[src/rtl/digit_confirm_pkg.sv]
// Shared types and constants for the digit confirm/display stage.
// Combinational constants only; no latency.
// No flow control.
package digit_confirm_pkg;

    typedef enum logic [1:0] {
        IDLE   = 2'd0,
        TRACK  = 2'd1,
        COMMIT = 2'd2,
        HOLD   = 2'd3
    } state_t;

    localparam int unsigned NUM_CLASSES = 10;

    // Segment patterns are {g,f,e,d,c,b,a}, active high.
    localparam logic [6:0] SEG_BLANK = 7'h00;
    localparam logic [6:0] SEG_0     = 7'h3F;
    localparam logic [6:0] SEG_1     = 7'h06;
    localparam logic [6:0] SEG_2     = 7'h5B;
    localparam logic [6:0] SEG_3     = 7'h4F;
    localparam logic [6:0] SEG_4     = 7'h66;
    localparam logic [6:0] SEG_5     = 7'h6D;
    localparam logic [6:0] SEG_6     = 7'h7D;
    localparam logic [6:0] SEG_7     = 7'h07;
    localparam logic [6:0] SEG_8     = 7'h7F;
    localparam logic [6:0] SEG_9     = 7'h6F;

endpackage

[src/rtl/digit_confirm_display_seg7_decode.sv]
// Digit to active-high 7-segment pattern; codes above 9 decode to blank.
// Purely combinational, zero latency.
// No flow control.
module seg7_decode
    import digit_confirm_pkg::*;
(
    input  logic [3:0] digit,
    output logic [6:0] seg
);

    always_comb begin
        case (digit)
            4'd0:    seg = SEG_0;
            4'd1:    seg = SEG_1;
            4'd2:    seg = SEG_2;
            4'd3:    seg = SEG_3;
            4'd4:    seg = SEG_4;
            4'd5:    seg = SEG_5;
            4'd6:    seg = SEG_6;
            4'd7:    seg = SEG_7;
            4'd8:    seg = SEG_8;
            4'd9:    seg = SEG_9;
            default: seg = SEG_BLANK;
        endcase
    end

endmodule

[src/rtl/digit_confirm_display.sv]
// Debounces classifier codes into a committed 7-seg digit with hold timeout; SEG_ACTIVE_LOW_EN inverts seg_out.
// Latency: commit visible one cycle after the STABLE_COUNT-th matching accepted sample.
// Backpressure: class_ready drops for the single COMMIT cycle and whenever ena=0.
module digit_confirm_display
    import digit_confirm_pkg::*;
#(
    parameter int unsigned STABLE_COUNT   = 4,
    parameter int unsigned TIMEOUT_CYCLES = 255,
    parameter int unsigned TO_W           = 8
)(
    input  logic       clk,
    input  logic       rst_n,
    input  logic       ena,
    input  logic       class_valid,
    input  logic [3:0] class_in,
    output logic       class_ready,
    output logic [3:0] digit_out,
    output logic       digit_valid,
    output logic       new_digit,
    output logic [6:0] seg_out,
    output logic [7:0] reject_cnt
);

`ifdef SEG_ACTIVE_LOW_EN
    localparam logic [6:0] SEG_OFF = ~SEG_BLANK;
`else
    localparam logic [6:0] SEG_OFF = SEG_BLANK;
`endif

    state_t          state;
    state_t          nxt_state;
    logic [3:0]      candidate;
    logic [3:0]      nxt_cand;
    logic [3:0]      count;
    logic [3:0]      nxt_cnt;
    logic [TO_W-1:0] to_cnt;
    logic            accept;
    logic            is_digit;
    logic            commit;
    logic            match;
    logic            expire;
    logic [6:0]      dec_seg;
    logic [6:0]      seg_drive;

    seg7_decode u_dec (
        .digit (class_in),
        .seg   (dec_seg)
    );

`ifdef SEG_ACTIVE_LOW_EN
    assign seg_drive = ~dec_seg;
`else
    assign seg_drive = dec_seg;
`endif

    assign class_ready = ena & (state != COMMIT);
    assign accept      = class_valid & class_ready;
    assign is_digit    = (class_in < 4'(NUM_CLASSES));
    assign match       = accept & is_digit & digit_valid & (class_in == digit_out);
    // The expiry edge fires even if a matching sample lands on it.
    assign expire      = digit_valid & (TIMEOUT_CYCLES != 0) &
                         (to_cnt == TO_W'(TIMEOUT_CYCLES));

    always_comb begin
        nxt_state = state;
        nxt_cand  = candidate;
        nxt_cnt   = count;
        commit    = 1'b0;
        if (state == COMMIT) begin
            nxt_state = HOLD;
        end else if (accept) begin
            if (!is_digit) begin
                if (state == TRACK) begin
                    nxt_state = IDLE;
                    nxt_cnt   = '0;
                end
            end else if (state == TRACK && class_in == candidate) begin
                nxt_cnt = count + 4'd1;
                commit  = ((count + 4'd1) == 4'(STABLE_COUNT));
            end else if (!(state == HOLD && class_in == digit_out)) begin
                nxt_cand  = class_in;
                nxt_cnt   = 4'd1;
                nxt_state = TRACK;
                commit    = (STABLE_COUNT == 1);
            end
            if (commit) begin
                nxt_state = COMMIT;
            end
        end
    end

    always_ff @(posedge clk) begin
        if (!rst_n) begin
            state       <= IDLE;
            candidate   <= '0;
            count       <= '0;
            to_cnt      <= '0;
            digit_out   <= '0;
            digit_valid <= 1'b0;
            new_digit   <= 1'b0;
            seg_out     <= SEG_OFF;
            reject_cnt  <= '0;
        end else if (ena) begin
            candidate <= nxt_cand;
            count     <= nxt_cnt;
            new_digit <= commit;
            if (accept && !is_digit && reject_cnt != 8'hFF) begin
                reject_cnt <= reject_cnt + 8'd1;
            end
            // Commit beats an expiry landing on the same edge.
            if (commit) begin
                state       <= COMMIT;
                digit_out   <= class_in;
                digit_valid <= 1'b1;
                seg_out     <= seg_drive;
                to_cnt      <= '0;
            end else if (expire) begin
                digit_valid <= 1'b0;
                seg_out     <= SEG_OFF;
                to_cnt      <= '0;
                state       <= (state == HOLD) ? IDLE : nxt_state;
            end else begin
                state <= nxt_state;
                if (match) begin
                    to_cnt <= '0;
                end else if (digit_valid && TIMEOUT_CYCLES != 0) begin
                    to_cnt <= to_cnt + TO_W'(1);
                end
            end
        end
    end

endmodule

[config.mk]
export PLATFORM = sky130hd
export DESIGN_NAME = digit_confirm_display
export DESIGN_NICKNAME = d
export VERILOG_FILES = /design/src/rtl/digit_confirm_pkg.sv /design/src/rtl/digit_confirm_display_seg7_decode.sv /design/src/rtl/digit_confirm_display.sv
export SDC_FILE = /design/constraint.sdc
export NUM_CORES = 1
export LEC_CHECK = 0
export CORE_ASPECT_RATIO = 1.75
export CORE_MARGIN = 5
export CORE_UTILIZATION = 50
export DETAILED_ROUTE_END_ITERATION = 10
export PLACE_DENSITY = 0.82
export SLEW_MARGIN = 20
export SYNTH_ARGS = -nofsm -noshare
export SYNTH_HDL_FRONTEND = slang
export SYNTH_SLANG_ARGS = --single-unit
[constraint.sdc]
create_clock -name clk -period 2.8 [get_ports clk]
set_clock_uncertainty 0.2 [all_clocks]
set_input_delay 0.28 -clock clk [delete_from_list [all_inputs] [get_ports clk]]
set_output_delay 0.28 -clock clk [all_outputs]
set_load 0.1 [all_outputs]
==> results of run 1 <==
[area by class of cell]
class                           instances  area [µm²]  area share (%)
Clock buffer                            6       72.57           2.857
Inverter                                7       26.28           1.034
Multi-Input combinational cell        181        1224           48.18
Sequential cell                        39       780.7           30.74
Tap cell                               49       61.31           2.414
Timing Repair Buffer                   46       375.4           14.78
[worst max-delay path by stage]
stage / end / from / slack (ps)
2_1_floorplan: reject_cnt[4]$_SDFFE_PN0P_ / reject_cnt[0]$_SDFFE_PN0P_ / 130
3_3_place_gp: to_cnt[7]$_SDFFE_PN0P_ / class_in[1] / 110
3_5_place_dp: to_cnt[5]$_SDFFE_PN0P_ / class_in[1] / 40
4_1_cts: to_cnt[5]$_SDFFE_PN0P_ / count[0]$_SDFFE_PN0P_ / 250
5_1_grt: to_cnt[5]$_SDFFE_PN0P_ / count[0]$_SDFFE_PN0P_ / 6
6_report: to_cnt[5]$_SDFFE_PN0P_ / count[0]$_SDFFE_PN0P_ / 220
[critical path, stage by stage (launching register included)]
cell,delay (ps)
sky130_fd_sc_hd__dfxtp_1,420
sky130_fd_sc_hd__ha_1,230
sky130_fd_sc_hd__nor2b_1,190
sky130_fd_sc_hd__a21oi_1,60
sky130_fd_sc_hd__o22ai_1,370
sky130_fd_sc_hd__a21oi_2,250
sky130_fd_sc_hd__or4_1,510
sky130_fd_sc_hd__a211oi_1,250
[per-stage QoR]
step                      util (%)  cell area [µm²]  power, µW  hold slack (ps)
final                        61.78             2540       1037            261.7
after CTS                    61.78             2540       1036            260.3
after global placement       60.01             2467      689.6            239.8
after floorplan                  -             2111      651.1            201.7
after detailed placement     60.01             2467      692.0            243.4
after global routing         61.78             2540       1068            279.5
[state kept, by name (all words and copies together), names as in the netlist]
signal and count:
candidate 4, count 4, digit_out 4, digit_valid 1
new_digit 1, reject_cnt 8, seg_out 7, state 2
to_cnt 8
[routing by layer]
metal	global-route usage [%]	share of wire, %	vias to the layer above
li1	-	-	934
met1	19.85	39	900
met2	35.61	55	38
met3	2.819	3.8	8
met4	7.183	2.1	0
met5	0	0	-
[placed cells by master, fill, tap and decap left out, drive strengths merged, types with 8 or more instances in the layout]
| master | count |
|---|---|
| buf | 39 |
| mux2i | 10 |
| nand2 | 14 |
| dfxtp | 39 |
| ha | 10 |
| a211oi | 8 |
| nand3 | 12 |
| nor2 | 34 |
| xor2 | 8 |
| a21oi | 15 |
[synth_stat cells (2+ instances only)]
master	instances	area (µm²)
sky130_fd_sc_hd__a211oi_1	8	60.06
sky130_fd_sc_hd__a21oi_1	14	70.07
sky130_fd_sc_hd__a32o_1	2	20.02
sky130_fd_sc_hd__and2_1	3	18.77
sky130_fd_sc_hd__and3_1	5	31.28
sky130_fd_sc_hd__buf_6	2	22.52
sky130_fd_sc_hd__clkbuf_1	3	11.26
sky130_fd_sc_hd__clkbuf_8	3	41.29
sky130_fd_sc_hd__dfxtp_1	39	780.8
sky130_fd_sc_hd__ha_1	10	125.1
sky130_fd_sc_hd__inv_1	7	26.28
sky130_fd_sc_hd__mux2i_1	10	100.1
sky130_fd_sc_hd__nand2_1	14	52.55
sky130_fd_sc_hd__nand3_1	12	60.06
sky130_fd_sc_hd__nand4_1	3	18.77
sky130_fd_sc_hd__nor2_1	34	127.6
sky130_fd_sc_hd__nor2b_1	4	25.02
sky130_fd_sc_hd__nor3_1	3	15.01
sky130_fd_sc_hd__nor4_1	2	12.51
sky130_fd_sc_hd__o211ai_1	2	15.01
sky130_fd_sc_hd__o21ai_0	4	20.02
sky130_fd_sc_hd__o2bb2ai_1	4	35.03
sky130_fd_sc_hd__o31ai_1	5	37.54
sky130_fd_sc_hd__or2b_2	2	17.52
sky130_fd_sc_hd__or3_1	2	12.51
sky130_fd_sc_hd__or4_1	6	45.04
sky130_fd_sc_hd__xnor2_1	7	61.31
sky130_fd_sc_hd__xor2_1	8	70.07
[where the power goes]
| part | switching [µW] | leakage, µW | internal [µW] |
|---|---|---|---|
| sequential | 4.98 | 0.000315 | 559 |
| clock | 191 | 0.0000371 | 166 |
| combinational | 68.4 | 0.000654 | 47.6 |
[cells by family after synthesis]
| kind of cell | after synthesis | share of synthesized area [%] |
|---|---|---|
| buf+inv | 16 | 5.038 |
| fa+ha+maj | 10 | 5.928 |
| simple gates | 95 | 23.83 |
| compound gates | 50 | 16.72 |
| xor+xnor | 15 | 6.224 |
| mux | 11 | 5.276 |
| flops | 39 | 36.99 |
==> insert_results.sql, run 1 <==
INSERT INTO impl_metrics (metric_group, metric, value, unit) VALUES
('run_status', 'outcome', 'completed', ''),
('critical_path', 'endpoint_kind', 'register', ''),
('finish', 'synthToLayoutAreaGrowth', '20.33', '%'),
('clock_network', 'cts.clk_slew.worst_paths', '70', 'ps'),
('min_path', 'timing.hold.worst.class', 'reg2reg', ''),
('job', 'max_cap_violations', '0', ''),
('critical_path', 'worst-setup-path-type', 'reg2reg', ''),
('synth', 'synthDistinctLibCells', '46', ''),
('global_route', 'grt_remaining_overflow', '0', ''),
('routing', 'drc', '0', ''),
('critical_path', 'cp-start-kind', 'register', ''),
('synth', 'ys.warnings.count', '0', ''),
('power', 'powerDensity', '408.4', 'nW/µm²'),
('global_route', 'initial_antenna_violation_count', '0', ''),
('timing', 'timing.fmax', '0.3881', 'GHz'),
('placement', 'hpwl', '3.672', 'mm'),
('critical_path', 'r2r-start', 'count[0]$_SDFFE_PN0P_', ''),
('clock_network', 'tritoncts', 'built', ''),
('synth', 'yosys_register_bits', '39', ''),
('clock_network', 'cts.repair.resized', '0', ''),
('synth', 'postSynth.asyncResetShare', '0', '%'),
('clock_network', 'cts.path.max_buffers', '2', ''),
('synth', 'syn-num-nets', '254', ''),
('floorplan', 'design.core.area', '4111', 'µm²'),
('critical_path', 'critical_path_required', '2810', 'ps'),
('routing', 'final_antenna_net_count', '0', ''),
('routing', 'vias', '1880', ''),
('global_route', 'grt_pass1_vias', '1881', ''),
('finish', 'nFillCells', '402', ''),
('global_route', 'gr-usage-all-layers', '18.69', '%'),
('placement', 'preCtsSetupSlack', '35.42', 'ps'),
('min_path', 'min_from', 'seg_out[2]$_SDFFE_PN0P_', ''),
('clock_network', 'clock-sinks', '39', ''),
('clock_network', 'htreeDepth', '2', ''),
('clock_network', 'clock_latency', '300', 'ps'),
('finish', 'layout-drive-gt1-share', '19.35', '%'),
('synth', 'post_synth_inst_count', '236', ''),
('synth', 'synth_area', '2111', 'µm²'),
('timing', 'report.final.hold_viol_count', '0', ''),
('floorplan', 'ioPinCount', '30', ''),
('routing', 'postRouteWirelength', '4.864', 'mm'),
('floorplan', 'placement_rows', '31', ''),
('placement', 'final_weighted_congestion_in_routability_driven_placement', '0.8720', ''),
('floorplan', 'initial_utilization', '51.34', '%'),
('synth', 'synth_flop_cell', 'sky130_fd_sc_hd__dfxtp_1', ''),
('timing', 'finalWorstPathRequiredPeriod', '2576', 'ps'),
('timing', 'post-route-period-util', '92.01', '%'),
('floorplan', 'die_h', '95.95', 'µm'),
('synth', 'synth-edff-count', '0', ''),
('floorplan', 'die_width', '59.12', 'µm'),
('timing', 'totalNegativeSetupSlack', '0', 'ps'),
('min_path', 'hold_end', 'seg_out[2]$_SDFFE_PN0P_', ''),
('power', 'total_leakage_power', '0.001006', 'µW'),
('timing', 'setup_slack', '223.6', 'ps'),
('timing', 'worst_slew_slack_as_a_fraction_of_its_limit', '60.64', '%'),
('finish', 'final_net_count', '298', ''),
('critical_path', 'critical_path.reg2reg.endpoint', 'to_cnt[5]$_SDFFE_PN0P_', ''),
('timing', 'finalMaxSlewViolations', '0', ''),
('critical_path', 'worst-endpoint-arrival', '2580', 'ps'),
('synth', 'seq_area_frac_synth', '36.99', '%'),
('finish', 'post_layout_instance_count_excluding_filler_cells', '328', ''),
('critical_path', 'ff2ff_path_depth', '7', ''),
('floorplan', 'floorplan.die_area', '5672', 'µm²'),
('routing', 'first_pass_iters', '4', ''),
('power', 'vdd.ir_drop.worst', '382.8', 'µV'),
('routing', 'drt_iter0_markers', '36', ''),
('timing', 'grt_setup_unrepaired', 'false', ''),
('placement', 'port_buffers', '29', ''),
('timing', 'setup_violations', '0', ''),
('critical_path', 'worst-r2r-setup-slack', '220', 'ps'),
('global_route', 'grt_first_pass_wirelength', '8.335', 'mm'),
('finish', 'insertedDiodeCount', '0', ''),
('global_route', 'pin_count_of_the_biggest_net_entering_global_routing', '22', ''),
('routing', 'drt-vias-per-instance', '5.732', ''),
('min_path', 'worstHoldPathCells', '1', ''),
('routing', 'wire_per_inst', '14.83', 'µm'),
('placement', 'placed_cells_incl_taps', '322', ''),
('clock_network', 'postCtsHoldBufs', '0', ''),
('clock_network', 'numCtsBuffers', '5', ''),
('timing', 'worst-slew-pin-transition', '585.0', 'ps'),
('clock_network', 'cts_root_buffer', 'sky130_fd_sc_hd__clkbuf_8', ''),
('clock_network', 'cts_setup_buffers', '0', ''),
('critical_path', 'worstPathMaxFanout', '16', ''),
('synth', 'synth.avg_cell_area', '8.944', 'µm²');
No activity file was read; power rests on OpenSTA's default activity.
==> inputs of run 2 (changes only) <==
--- a/config.mk
+++ b/config.mk
@@ -5,7 +5,8 @@
 export SDC_FILE = /design/constraint.sdc
 export NUM_CORES = 1
 export LEC_CHECK = 0
-export CORE_ASPECT_RATIO = 1.75
+export ABC_AREA = 0
+export CORE_ASPECT_RATIO = 1.1
 export CORE_MARGIN = 5
 export CORE_UTILIZATION = 50
 export DETAILED_ROUTE_END_ITERATION = 10
==> constraint.sdc (replaced) <==
create_clock -name clk -period 3.1 [get_ports clk]
set_clock_uncertainty 0.2 [all_clocks]
set_input_delay 0.31 -clock clk [delete_from_list [all_inputs] [get_ports clk]]
set_output_delay 0.31 -clock clk [all_outputs]
set_load 0.1 [all_outputs]
==> insert_results.sql, run 2 (synthesis results as in run 1) <==
INSERT INTO impl_metrics (metric_group, metric, value, unit) VALUES
('placement', 'port_buffers', '29', ''),
('power', 'vdd.ir_drop.worst', '329.2', 'µV'),
('placement', 'preCtsSetupSlack', '198.2', 'ps'),
('timing', 'setup_slack', '514.5', 'ps'),
('global_route', 'initial_antenna_violation_count', '0', ''),
('critical_path', 'worst-endpoint-arrival', '2600', 'ps'),
('routing', 'first_pass_iters', '4', ''),
('timing', 'post-route-period-util', '83.40', '%'),
('critical_path', 'critical_path_required', '3120', 'ps'),
('global_route', 'grt_remaining_overflow', '0', ''),
('floorplan', 'placement_rows', '24', ''),
('timing', 'grt_setup_unrepaired', 'false', ''),
('power', 'power_frac_clock', '41.9', '%'),
('finish', 'final_common_cell', 'sky130_fd_sc_hd__dfxtp_1', ''),
('timing', 'finalWorstPathRequiredPeriod', '2585', 'ps'),
('critical_path', 'r2r-start', 'count[0]$_SDFFE_PN0P_', ''),
('timing', 'setup_violations', '0', ''),
('power', 'share_comb_of_total_power', '9.4', '%'),
('clock_network', 'clock_latency', '290', 'ps'),
('clock_network', 'postCtsHoldBufs', '0', ''),
('power', 'seq_power_share', '48.7', '%'),
('placement', 'hpwl', '3.250', 'mm'),
('floorplan', 'floorplan.die_area', '5623', 'µm²'),
('finish', 'layout_top_registers', 'reject_cnt (8), to_cnt (8), seg_out (7)', ''),
('global_route', 'grt_first_pass_wirelength', '7.534', 'mm'),
('routing', 'wire_per_inst', '13.79', 'µm'),
('placement', 'final_weighted_congestion_in_routability_driven_placement', '0.8439', ''),
('clock_network', 'tritoncts', 'built', ''),
('routing', 'postRouteWirelength', '4.483', 'mm'),
('finish', 'final_net_count', '290', ''),
('finish', 'layout-drive-gt1-share', '17.95', '%'),
('clock_network', 'cts.repair.resized', '0', ''),
('floorplan', 'ioPinCount', '30', ''),
('timing', 'totalNegativeSetupSlack', '0', 'ps'),
('critical_path', 'worst-r2r-setup-slack', '600', 'ps'),
('finish', 'synthToLayoutAreaGrowth', '19.21', '%'),
('floorplan', 'die_width', '71.95', 'µm'),
('critical_path', 'ff2ff_path_depth', '7', ''),
('critical_path', 'worst_setup_path_endpoint', 'to_cnt[7]$_SDFFE_PN0P_', ''),
('global_route', 'gr-usage-all-layers', '16.55', '%'),
('critical_path', 'worst-setup-path-type', 'in2reg', ''),
('clock_network', 'numCtsBuffers', '5', ''),
('run_status', 'outcome', 'completed', ''),
('timing', 'timing.fmax', '0.3868', 'GHz'),
('power', 'total_switching_power', '243.0', 'µW'),
('timing', 'worst_slew_slack_as_a_fraction_of_its_limit', '52.42', '%'),
('clock_network', 'cts.clk_slew.worst_paths', '80', 'ps'),
('power', 'intPower', '802.5', 'µW'),
('clock_network', 'cts_root_buffer', 'sky130_fd_sc_hd__clkbuf_8', ''),
('timing', 'worst-slew-pin-transition', '707.2', 'ps'),
('critical_path', 'endpoint_kind', 'register', ''),
('finish', 'nFillCells', '344', ''),
('global_route', 'grt_pass1_vias', '1670', ''),
('clock_network', 'cts.path.max_buffers', '2', ''),
('floorplan', 'die_h', '78.15', 'µm'),
('power', 'powerDensity', '415.5', 'nW/µm²'),
('global_route', 'pin_count_of_the_biggest_net_entering_global_routing', '21', ''),
('critical_path', 'critical_path.reg2reg.endpoint', 'to_cnt[7]$_SDFFE_PN0P_', ''),
('routing', 'vias', '1819', ''),
('finish', 'layout_common_cells', 'sky130_fd_sc_hd__dfxtp_1 (39), sky130_fd_sc_hd__nor2_1 (34), sky130_fd_sc_hd__buf_4 (31), sky130_fd_sc_hd__nand2_1 (14), sky130_fd_sc_hd__a21oi_1 (14)', ''),
('routing', 'drt-vias-per-instance', '5.597', ''),
('timing', 'finalMaxSlewViolations', '0', ''),
('clock_network', 'clock-sinks', '39', ''),
('routing', 'drc', '0', ''),
('clock_network', 'htreeDepth', '2', ''),
('power', 'total_leakage_power', '0.0009853', 'µW'),
('timing', 'report.final.hold_viol_count', '0', ''),
('routing', 'drt_iter0_markers', '111', ''),
('routing', 'final_antenna_net_count', '0', ''),
('critical_path', 'cp-start-kind', 'input pin', ''),
('floorplan', 'initial_utilization', '52.46', '%'),
('job', 'max_cap_violations', '0', ''),
('power', 'swShare', '23.25', '%'),
('critical_path', 'worstPathMaxFanout', '16', ''),
('clock_network', 'cts_setup_buffers', '0', ''),
('finish', 'insertedDiodeCount', '0', ''),
('critical_path', 'worst_setup_path_startpoint', 'class_in[1]', ''),
('floorplan', 'design.core.area', '4024', 'µm²'),
('min_path', 'timing.hold.worst.class', 'reg2reg', '');
## run 2: cell count changes in the layout (fill, tap and decap cells not counted), sizes merged
| cell | delta |
|---|---|
| buf | -8 |
| clkinv | +1 |
| bufinv | +1 |
## run 2: worst min path at each step
stage                     slack, ps                    start                    endpoint  cells past startpoint
after floorplan                 230                    rst_n  reject_cnt[4]$_SDFFE_PN0P_                      1
after global placement          240  seg_out[2]$_SDFFE_PN0P_     seg_out[2]$_SDFFE_PN0P_                      1
after detailed placement        250  seg_out[2]$_SDFFE_PN0P_     seg_out[2]$_SDFFE_PN0P_                      1
after CTS                       260  seg_out[2]$_SDFFE_PN0P_     seg_out[2]$_SDFFE_PN0P_                      1
after global routing            290  seg_out[2]$_SDFFE_PN0P_     seg_out[2]$_SDFFE_PN0P_                      1
final                           260  seg_out[2]$_SDFFE_PN0P_     seg_out[2]$_SDFFE_PN0P_                      1
## run 2: power by group through the flow
stage	registers (µW)	clock network, µW	logic [µW]
3_5_place_dp	521	0	96.4
4_1_cts	509	444	97.8
6_report	509	438	97.8
3_3_place_gp	521	0	95.4
2_1_floorplan	526	0	62.3
5_1_grt	510	475	106
## run 2: worst max-delay path, cell delays in order
cell and delay (ps):
sky130_fd_sc_hd__clkdlybuf4s50_1 570, sky130_fd_sc_hd__o21ai_4 290, sky130_fd_sc_hd__nand4_4 150, sky130_fd_sc_hd__nor4_4 340
sky130_fd_sc_hd__a21oi_2 210, sky130_fd_sc_hd__or4_1 510, sky130_fd_sc_hd__a211oi_1 220
## run 2: area by class of cell
| type | instances | area, µm² | share of cell area [%] |
|---|---|---|---|
| clock buffers | 6 | 82.58 | 3.282 |
| multi-input cells | 181 | 1224 | 48.63 |
| inverters | 7 | 26.28 | 1.044 |
| well taps | 52 | 65.06 | 2.586 |
| flip-flops and latches | 39 | 780.7 | 31.03 |
| repair buffers | 38 | 302.8 | 12.03 |
| clock inverters | 2 | 35.03 | 1.392 |
## run 2: per-layer routing
layer  wire length, µm  vias up  GRT usage, %
met4                56        0         5.451
met5                 0        -             0
met3               182        7         4.725
met2              2156       38         27.11
met1              2087      851         20.81
li1                  -      923             -
## run 2: through the flow
| stage | utilization [%] | cell area [µm²] | total power [µW] | hold WS [ps] | cells |
|---|---|---|---|---|---|
| 3_3_place_gp | 59.61 | 2399 | 616.0 | 237.2 | 317 |
| 2_1_floorplan | - | 2111 | 588.1 | 231.7 | 236 |
| 5_1_grt | 62.53 | 2516 | 1091 | 286.7 | 325 |
| 4_1_cts | 62.53 | 2516 | 1051 | 263.7 | 325 |
| 6_report | 62.53 | 2516 | 1045 | 260.7 | 325 |
| 3_5_place_dp | 59.61 | 2399 | 617.3 | 246.6 | 317 |
